==> config.mk <==
export PLATFORM = sky130hd
export DESIGN_NAME = bcd_stopwatch_ctrl
export DESIGN_NICKNAME = d
export VERILOG_FILES = /design/src/rtl/bcd_stopwatch_ctrl.sv
export SDC_FILE = /design/constraint.sdc
export NUM_CORES = 1
export LEC_CHECK = 0
export BUFFER_PORTS_ARGS = -buffer_cell sky130_fd_sc_hd__clkbuf_2
export CELL_PAD_IN_SITES_DETAIL_PLACEMENT = 0
export CELL_PAD_IN_SITES_GLOBAL_PLACEMENT = 1
export CORE_MARGIN = 2
export CORE_UTILIZATION = 40
export CTS_CLUSTER_SIZE = 30
export DETAILED_ROUTE_END_ITERATION = 8
export MAX_ROUTING_LAYER = met4
export PLACE_DENSITY_LB_ADDON = 0.1
export SLEW_MARGIN = 5
export SYNTH_ARGS = -nofsm -noshare
export SYNTH_HDL_FRONTEND = slang
export SYNTH_SLANG_ARGS = --single-unit
==> constraint.sdc <==
create_clock -name ck -period 3.2 [get_ports ck]
set_input_delay 0.64 -clock ck [delete_from_list [all_inputs] [get_ports ck]]
set_output_delay 0.64 -clock ck [all_outputs]
set_load 0.005 [all_outputs]
==> src/rtl/bcd_stopwatch_ctrl.sv <==
//------------------------------------------------------------------------------
// Module      : bcd_stopwatch_ctrl
// Description : Controller for a 3-digit BCD stopwatch / countdown timer. It
//               runs a prescaled tick and a start/stop/clear state machine,
//               and handles preset load, lap capture and terminal count.
// Revision    : 1.0 - initial release
//------------------------------------------------------------------------------
`default_nettype none

module bcd_stopwatch_ctrl #(
    parameter int TICK_DIV = 10
) (
    input  logic       ck,
    input  logic       rs,
    input  logic       start,
    input  logic       stop,
    input  logic       clr,
    input  logic       dir,
    input  logic       load,
    input  logic [3:0] pre2,
    input  logic [3:0] pre1,
    input  logic [3:0] pre0,
    input  logic       lap,
    output logic [3:0] bcd2,
    output logic [3:0] bcd1,
    output logic [3:0] bcd0,
    output logic [3:0] lap2,
    output logic [3:0] lap1,
    output logic [3:0] lap0,
    output logic       running,
    output logic       done,
    output logic [1:0] state
);

    localparam int              c_PW        = (TICK_DIV > 1) ? $clog2(TICK_DIV) : 1;
    localparam logic [c_PW-1:0] c_PRESC_MAX = c_PW'(TICK_DIV - 1);
    localparam logic [c_PW-1:0] c_PRESC_ONE = c_PW'(1);
    localparam logic [11:0]     c_TERM_UP   = 12'h999;
    localparam logic [11:0]     c_TERM_DN   = 12'h000;

    typedef enum logic [1:0] {
        S_IDLE  = 2'b00,
        S_RUN   = 2'b01,
        S_PAUSE = 2'b10,
        S_DONE  = 2'b11
    } state_t;

    state_t          r_state_q, w_state_d;
    logic [11:0]     r_cnt_q,   w_cnt_d;
    logic [11:0]     r_lap_q,   w_lap_d;
    logic [c_PW-1:0] r_presc_q, w_presc_d;
    logic            r_dir_q,   w_dir_d;
    logic            r_run_q,   w_run_d;
    logic            r_done_q,  w_done_d;

    logic [11:0]     w_cnt_next;
    logic [11:0]     w_term_run;
    logic [11:0]     w_term_start;
    logic            w_tick;

    // One BCD step up or down, each digit wrapping within 0-9 with carry/borrow.
    function automatic logic [11:0] bcd_step(input logic [11:0] v, input logic down);
        logic [3:0] h;
        logic [3:0] t;
        logic [3:0] u;
        h = v[11:8];
        t = v[7:4];
        u = v[3:0];
        if (!down) begin
            if (u >= 4'd9) begin
                u = 4'd0;
                if (t >= 4'd9) begin
                    t = 4'd0;
                    h = (h >= 4'd9) ? 4'd0 : h + 4'd1;
                end else begin
                    t = t + 4'd1;
                end
            end else begin
                u = u + 4'd1;
            end
        end else begin
            if (u == 4'd0) begin
                u = 4'd9;
                if (t == 4'd0) begin
                    t = 4'd9;
                    h = (h == 4'd0) ? 4'd9 : h - 4'd1;
                end else begin
                    t = t - 4'd1;
                end
            end else begin
                u = u - 4'd1;
            end
        end
        return {h, t, u};
    endfunction

    function automatic logic [3:0] clamp9(input logic [3:0] d);
        return (d > 4'd9) ? 4'd9 : d;
    endfunction

    assign w_cnt_next   = bcd_step(r_cnt_q, r_dir_q);
    assign w_term_run   = r_dir_q ? c_TERM_DN : c_TERM_UP;
    assign w_term_start = dir     ? c_TERM_DN : c_TERM_UP;
    assign w_tick       = (r_state_q == S_RUN) && (r_presc_q == c_PRESC_MAX);

    always_comb begin
        w_state_d = r_state_q;
        w_cnt_d   = r_cnt_q;
        w_lap_d   = r_lap_q;
        w_presc_d = r_presc_q;
        w_dir_d   = r_dir_q;

        // Lap samples the count as it stood before any same-cycle tick.
        if (lap && ((r_state_q == S_RUN) || (r_state_q == S_PAUSE))) begin
            w_lap_d = r_cnt_q;
        end

        case (r_state_q)
            S_IDLE: begin
                if (clr) begin
                    w_cnt_d   = 12'h000;
                    w_presc_d = '0;
                end else if (!stop && start) begin
                    if (r_cnt_q != w_term_start) begin
                        w_dir_d   = dir;
                        w_presc_d = '0;
                        w_state_d = S_RUN;
                    end
                end else if (!stop && load) begin
                    w_cnt_d = {clamp9(pre2), clamp9(pre1), clamp9(pre0)};
                end
            end
            S_RUN: begin
                if (clr) begin
                    w_cnt_d   = 12'h000;
                    w_presc_d = '0;
                    w_state_d = S_IDLE;
                end else if (stop) begin
                    // Pausing wins over a coincident tick; prescaler keeps its phase.
                    w_state_d = S_PAUSE;
                end else if (w_tick) begin
                    w_presc_d = '0;
                    w_cnt_d   = w_cnt_next;
                    if (w_cnt_next == w_term_run) begin
                        w_state_d = S_DONE;
                    end
                end else begin
                    w_presc_d = r_presc_q + c_PRESC_ONE;
                end
            end
            S_PAUSE: begin
                if (clr) begin
                    w_cnt_d   = 12'h000;
                    w_presc_d = '0;
                    w_state_d = S_IDLE;
                end else if (!stop && start) begin
                    w_state_d = S_RUN;
                end
            end
            S_DONE: begin
                if (clr) begin
                    w_cnt_d   = 12'h000;
                    w_presc_d = '0;
                    w_state_d = S_IDLE;
                end
            end
            default: begin
                w_state_d = S_IDLE;
            end
        endcase

        w_run_d  = (w_state_d == S_RUN);
        w_done_d = (w_state_d == S_DONE) && (r_state_q != S_DONE);
    end

    always_ff @(posedge ck) begin
        if (rs) begin
            r_state_q <= S_IDLE;
            r_cnt_q   <= 12'h000;
            r_lap_q   <= 12'h000;
            r_presc_q <= '0;
            r_dir_q   <= 1'b0;
            r_run_q   <= 1'b0;
            r_done_q  <= 1'b0;
        end else begin
            r_state_q <= w_state_d;
            r_cnt_q   <= w_cnt_d;
            r_lap_q   <= w_lap_d;
            r_presc_q <= w_presc_d;
            r_dir_q   <= w_dir_d;
            r_run_q   <= w_run_d;
            r_done_q  <= w_done_d;
        end
    end

    assign bcd2    = r_cnt_q[11:8];
    assign bcd1    = r_cnt_q[7:4];
    assign bcd0    = r_cnt_q[3:0];
    assign lap2    = r_lap_q[11:8];
    assign lap1    = r_lap_q[7:4];
    assign lap0    = r_lap_q[3:0];
    assign running = r_run_q;
    assign done    = r_done_q;
    assign state   = r_state_q;

endmodule

`default_nettype wire

==> results of run 1 <==
==> critical path, delay by kind of cell, from the launching register on <==
kind,cells,cell delay (ns)
buffers and inverters,1,0.18
flip-flops,1,0.31
AND/OR/NAND/NOR,5,1.26
adder cells (fa/ha/maj),1,0.32
AO/OA/AOI/OAI,3,0.79
==> worst paths after layout <==
path / end / slack (ns)
hold reg to reg: r_lap_q[4] / 0.45
setup reg to reg: done / 0.27
hold / removal: r_lap_q[4] / 0.45
setup / recovery: done / 0.27
==> power groups by stage <==
| stage | Sequential [mW] | Combinational, mW | Clock [mW] |
|---|---|---|---|
| final | 0.493 | 0.447 | 0.318 |
| after global routing | 0.499 | 0.497 | 0.349 |
| after CTS | 0.491 | 0.439 | 0.326 |
| after detailed placement | 0.500 | 0.436 | 0 |
| after global placement | 0.499 | 0.440 | 0 |
| after floorplan | 0.473 | 0.320 | 0 |
==> cell type report <==
class | count | share of cell area
Clock buffer | 5 | 0.0238
Clock inverter | 3 | 0.00605
Inverter | 16 | 0.0207
Multi-Input combinational cell | 265 | 0.579
Sequential cell | 33 | 0.228
Tap cell | 75 | 0.0324
Timing Repair Buffer | 58 | 0.110
==> layout by cell type (no fill, tap or decap), drive strengths merged, types with 4 or more instances in the layout <==
cell     n
nand2b   5
a211oi   9
nand2   43
o211ai   5
dfxtp   33
a21oi   30
clkbuf  52
buf     11
a22oi    4
o21a     4
or3b     5
nand3    5
o21ai   16
ha      15
nor3     6
nor2    39
inv     15
a311oi   6
a31oi    4
and2     4
nor4     6
==> kinds of logic after synthesis <==
family	Yosys count	share of synthesized area
AO/OA/AOI/OAI	116	0.322
adder cells (fa/ha/maj)	15	0.0755
buffers and inverters	40	0.0624
flip-flops	33	0.266
AND/OR/NAND/NOR	134	0.274
==> per-layer routing <==
layer	vias to the layer above	part of all wire	GRT usage
met2	99	0.46	0.374
met1	1248	0.46	0.319
met4	0	0.018	0.0745
li1	1320	-	-
met3	12	0.063	0.0368
met5	-	0	-
==> sequential cells by signal, summed over array words and instances, names as in the netlist <==
signal,flops
r_dir_q,1
state,2
r_cnt_q,12
done,1
r_lap_q,12
r_presc_q,4
running,1
==> per-stage QoR <==
step                      total power [mW]  cells  cell area, µm²  setup slack, ns  hold slack, ns
after floorplan                      0.793    338            2480            0.458           0.453
after global placement               0.939    445            2790            0.361           0.444
after detailed placement             0.937    445            2790            0.246           0.447
after CTS                             1.26    453            2880            0.201           0.457
after global routing                  1.35    455            2900           0.0351           0.466
final                                 1.26    455            2900            0.272           0.454
==> timing repair <==
action	in CTS	in global routing
endpoints found under the hold margin	0	0
endpoints found under the setup margin	0	3
gates resized for setup	0	2
setup buffers	0	2
==> key figures, run 1 <==
Die
  • Initial Utilization: 0.417
  • Core Area: 5960 µm²
  • Top Ports: 48
  • Die width: 82.8 µm
  • Die ar.: slightly below 7000 µm²
  • Num rows: 28
  • Die H: 82.8 µm

Global route
  • Total GRT Usage: 0.239
  • Initial antenna violation count: 0
  • Total global routing overflow: 0
  • First-pass GRT wire length: 13100 µm
  • Pin count of the biggest net entering global routing: 33
  • Vias in the first global route: 2512

Layout
  • # nets final: 414
  • Fraction of layout cells with a size suffix above 1: 0.216
  • Filler cells: just over 600
  • Area grow syn2layout: 16.5%
  • Sequential Area: 661 µm²
  • Multi-input logic area: 1680 µm²
  • Fin util: 0.486
  • # diodes: 0

Setup path
  • Setup crit end kind: flop
  • Worst Path Arrival: 3.15 ns
  • Reg-to-reg startpoint: r_cnt_q[4]
  • Worst R2R Path Depth: 10
  • Crit path kind: reg -> reg
  • Crit-path cells: inv_1 > ha_1 > nor4b_1 > and4_1 > o221ai_1 > a2111o_1 > nor4_2 > a311o_2 > nand2_1 > nor3_2
  • Worst setup SP type: flop
  • Crit path largest cell delay: 0.50 ns
  • Critical path's slowest cell: nor4b_1
  • Crit path max fanout: 8
  • Req. time, crit path: between 3 and 4 ns
  • Worst setup path start: r_cnt_q[4]

Clock network
  • CTS Hold Bufs: 0
  • Clock Tree Root: clkbuf_8
  • Largest buffer count on any clock path: 2
  • CTS tree: yes
  • Worst-Skew Late Latency: approximately 0.30 ns
  • Total CTS buffers: 5
  • Clock sinks: 33
  • Number of H-tree levels: 2
  • Clock-pin slew on the worst setup and hold paths: roughly 0.07 ns

STA
  • Slew @ Worst Pin: 0.700 ns
  • Worst Clk Skew: between 0.006 and 0.007 ns
  • F_max: 0.341 GHz
  • Final min period: between 2 and 3 ns
  • Final Hold Vio Count: 0
  • Total negative slack: 0 ns
  • Fin crit share: 0.915
  • Final setup violation count: 0
  • Slew margin rel.: 0.533
  • RSZ-0062 raised after global routing: false
  • Max-slew violation count: 0

Status
  • Status: finished, final reports clean

Hold path
  • Hold depth: 2
  • Hold crit path type: reg -> reg
  • Worst hold start: r_lap_q[4]

Power
  • Sw Share: 0.387
  • Leakage: 1.15 nW
  • Int Power: around 0.77 mW
  • VDD IR max: 0.202 mV
  • Combinational Power Share: 0.355
  • Clock power share: 0.253
  • PwrDens: between 400 and 500 nW/µm²
  • P_sw: 0.487 mW
  • Reg power frac: 0.392

Placement
  • Final GP Congestion: 0.895
  • Port Buffers: 47
  • HPWL after DPL: 5720 µm

Synthesis
  • Top cells by area, synth: dfxtp_1 (27%), ha_1 (7.6%), nand2_1 (6.5%)
  • Sequential-to-total area share from yosys stat: 0.266
  • Yosys warning count: 0
  • Seq cells post-synth: 33
  • Cells after Synth: 338
  • Syn Area/Cell: between 7 and 8 µm²
  • Ys flop type: dfxtp_1
  • Synth cell count leaders: nand2_1 (43), nor2_1 (39), dfxtp_1 (33), a21oi_1 (30), clkbuf_1 (19)
  • Mapped Nets: 373
  • Top-count cell post-synth: nand2_1
  • Top cell type's share of synthesized area: 0.266
  • Async SR Flop Fraction: 0
  • Netlist cell types: 66
  • Synthesized cell area: 2480 µm²
  • Number of flops mapped to enable cells by yosys: 0
  • Leading area contributor after synthesis: dfxtp_1

Routing
  • Pre-antenna DRT Iters: 4
  • Final Routed Wirelength: 7800 µm
  • Final antenna-violating net count: 0
  • Vias per Instance: 5.89
  • DR iter-0 viols: between 200 and 250
  • Via count: around 2700
  • Wire per inst: 17.1 µm
  • DRC Markers: 0

Flow run
  • Max-cap viol count: 0
(Power assumes the default switching activity.)
==> run 2, diff against run 1 <==
--- a/config.mk
+++ b/config.mk
@@ -6,14 +6,12 @@
 export NUM_CORES = 1
 export LEC_CHECK = 0
 export BUFFER_PORTS_ARGS = -buffer_cell sky130_fd_sc_hd__clkbuf_2
-export CELL_PAD_IN_SITES_DETAIL_PLACEMENT = 0
-export CELL_PAD_IN_SITES_GLOBAL_PLACEMENT = 1
 export CORE_MARGIN = 2
-export CORE_UTILIZATION = 40
+export CORE_UTILIZATION = 56
 export CTS_CLUSTER_SIZE = 30
 export DETAILED_ROUTE_END_ITERATION = 8
 export MAX_ROUTING_LAYER = met4
-export PLACE_DENSITY_LB_ADDON = 0.1
+export PLACE_DENSITY = 0.81
 export SLEW_MARGIN = 5
 export SYNTH_ARGS = -nofsm -noshare
 export SYNTH_HDL_FRONTEND = slang
==> run 2 against run 1 <==
Compared with the run above: global-route usage grew 7.3 points; first-iteration DRC count is 13% higher; clock power rose by 33%; combinational power increased by 2%; critical endpoint unchanged.
==> key figures, run 2 (synthesis results as in run 1) <==
Status
  • Status: finished, final reports clean

Global route
  • Vias in the first global route: 2477 (-1.4%)
  • First-pass GRT wire length: 12000 µm (-8.7%)
  • Pin count of the biggest net entering global routing: 33 (unchanged)
  • Initial antenna violation count: 0 (unchanged)
  • Total GRT Usage: 0.313 (+0.0734)
  • Total global routing overflow: 0 (unchanged)

Hold path
  • Hold crit path type: reg -> reg
  • Hold depth: 2 (unchanged)

Power
  • Sw Share: 0.358 (-0.0292)
  • Tot Pwr: 1.36 mW (+8.4%)
  • VDD IR max: 0.303 mV (+50%)
  • P_sw: 0.488 mW (+0.20%)
  • Clock power share: 0.311 (+0.058)
  • Leakage: 1.16 nW (+1.1%)
  • Int Power: 0.875 mW (+14%)
  • PwrDens: 472 nW/µm² (+8.7%)
  • Reg power frac: 0.356 (-0.036)
  • Combinational Power Share: 0.333 (-0.022)

Setup path
  • Worst setup path start: r_cnt_q[1]
  • Reg2reg end: done
  • Worst setup SP type: flop
  • Flop-to-flop setup slack: 0.25 ns (-0.02 ns)
  • Setup crit end kind: flop
  • Reg-to-reg startpoint: r_cnt_q[1]
  • Worst Path Arrival: 3.17 ns (+0.02 ns)
  • Crit path max fanout: 9 (+1)
  • Req. time, crit path: 3.42 ns (about the same)
  • Worst R2R Path Depth: 10 (unchanged)
  • Worst Setup EP: done
  • Crit path kind: reg -> reg

Layout
  • Final std cells w/o fill: 431 (-5.3%)
  • Fin util: 0.668 (+0.181)
  • Area grow syn2layout: 16.2%
  • Largest registers: r_cnt_q x12, r_lap_q x12, r_presc_q x4
  • # diodes: 0 (unchanged)
  • Filler cells: 392 (-37%)
  • Most frequent cells in the layout: clkbuf_2 (47), nand2_1 (43), nor2_1 (39)
  • # nets final: 413 (-0.24%)
  • Fraction of layout cells with a size suffix above 1: 0.208 (-0.00735)
  • Commonest non-fill, non-tap cell in the layout: clkbuf_2

Die
  • Die width: 70.6 µm (-15%)
  • Core Area: 4320 µm² (-27%)
  • Die ar.: 4990 µm² (-27%)
  • Top Ports: 48 (unchanged)
  • Initial Utilization: 0.575 (+0.157)
  • Num rows: 24 (-14%)
  • Die H: 70.6 µm (-15%)

STA
  • Slew margin rel.: 0.541 (+0.00723)
  • Final setup violation count: 0 (unchanged)
  • Final Hold Vio Count: 0 (unchanged)
  • F_max: 0.339 GHz (-0.81%)
  • Max-slew violation count: 0 (unchanged)
  • Slew @ Worst Pin: 0.689 ns (-0.0108 ns)
  • Worst Clk Skew: 0.0174 ns (+0.0114 ns)
  • RSZ-0062 raised after global routing: false
  • PnR worst setup slack: 0.248 ns (-0.0239 ns)
  • Total negative slack: 0 ns (unchanged)
  • Fin crit share: 0.923 (+0.00747)
  • Final min period: 2.95 ns (+0.0239 ns)

Routing
  • Vias per Instance: 6.33 (+7.5%)
  • DR iter-0 viols: 262 (+13%)
  • Pre-antenna DRT Iters: 5 (+1)
  • Wire per inst: 16.8 µm (-1.9%)
  • Final Routed Wirelength: 7250 µm (-7.1%)
  • DRC Markers: 0 (unchanged)
  • Via count: 2729 (+1.9%)
  • Final antenna-violating net count: 0 (unchanged)

Clock network
  • CTS Hold Bufs: 0 (unchanged)
  • Post-CTS setup buffer count: 0 (unchanged)
  • Clock Tree Root: clkbuf_8
  • Largest buffer count on any clock path: 2 (unchanged)
  • Worst-Skew Late Latency: 0.30 ns (about the same)
  • PostCTS Resize Cnt: 0 (unchanged)
  • Clock sinks: 33 (unchanged)
  • Clock-pin slew on the worst setup and hold paths: 0.09 ns (+0.02 ns)
  • Total CTS buffers: 5 (unchanged)
  • Number of H-tree levels: 2 (unchanged)
  • CTS tree: yes

Placement
  • Final GP Congestion: 1.01 (+13%)
  • Placement Setup Slack: 0.348 ns (+0.102 ns)
  • Placed Cells: 423 (-4.9%)
  • Port Buffers: 47 (unchanged)
  • HPWL after DPL: 5300 µm (-7.2%)

Flow run
  • Max-cap viol count: 0 (unchanged)
run 2: worst min path at each step:
stage | start | end | slack [ns]
6_report | r_lap_q[10] | r_lap_q[10] | 0.46
5_1_grt | r_lap_q[9] | r_lap_q[9] | 0.47
4_1_cts | r_lap_q[10] | r_lap_q[10] | 0.46
3_5_place_dp | r_lap_q[4] | r_lap_q[4] | 0.45
3_3_place_gp | r_lap_q[5] | r_lap_q[5] | 0.44
2_1_floorplan | r_lap_q[0] | r_lap_q[0] | 0.45
run 2: layer usage:
metal  vias up  GRT usage  wire length [µm]
met4         0      0.126               242
met5         -          -                 0
met3        26     0.0442               473
met2       125      0.483              3340
met1      1253      0.415              3200
li1       1325          -                 -
run 2: final cells by class:
class | instances | area [µm²] | share of cell area
multi-input cells | 265 | 1670 | 0.580
flip-flops and latches | 33 | 661 | 0.229
repair buffers | 57 | 310 | 0.107
clock buffers | 7 | 86.3 | 0.0299
well taps | 52 | 65.1 | 0.0225
inverters | 16 | 60.1 | 0.0208
clock inverters | 1 | 30.0 | 0.0104
run 2: worst max-delay path, stage by stage (launching register included):
cell      delay [ns]
dfxtp_1         0.48
inv_1           0.11
ha_1            0.28
nor2b_1         0.21
o311ai_0        0.62
nand2_1         0.12
a2111o_1        0.41
nor4_2          0.18
a311o_2         0.22
nand2_1         0.08
nor3_2          0.17
run 2: metrics by stage:
step | hold WS [ns] | instance area [µm²]
floorplan | 0.453 | 2480
global placement | 0.443 | 2770
detailed placement | 0.449 | 2770
CTS | 0.458 | 2890
global route | 0.474 | 2890
finish | 0.457 | 2890
run 2: power by group through the flow:
stage | Combinational [mW] | Sequential [mW] | Clock [mW]
floorplan | 0.320 | 0.473 | 0
global placement | 0.434 | 0.492 | 0
detailed placement | 0.438 | 0.494 | 0
CTS | 0.444 | 0.484 | 0.421
global route | 0.503 | 0.492 | 0.440
finish | 0.454 | 0.485 | 0.423
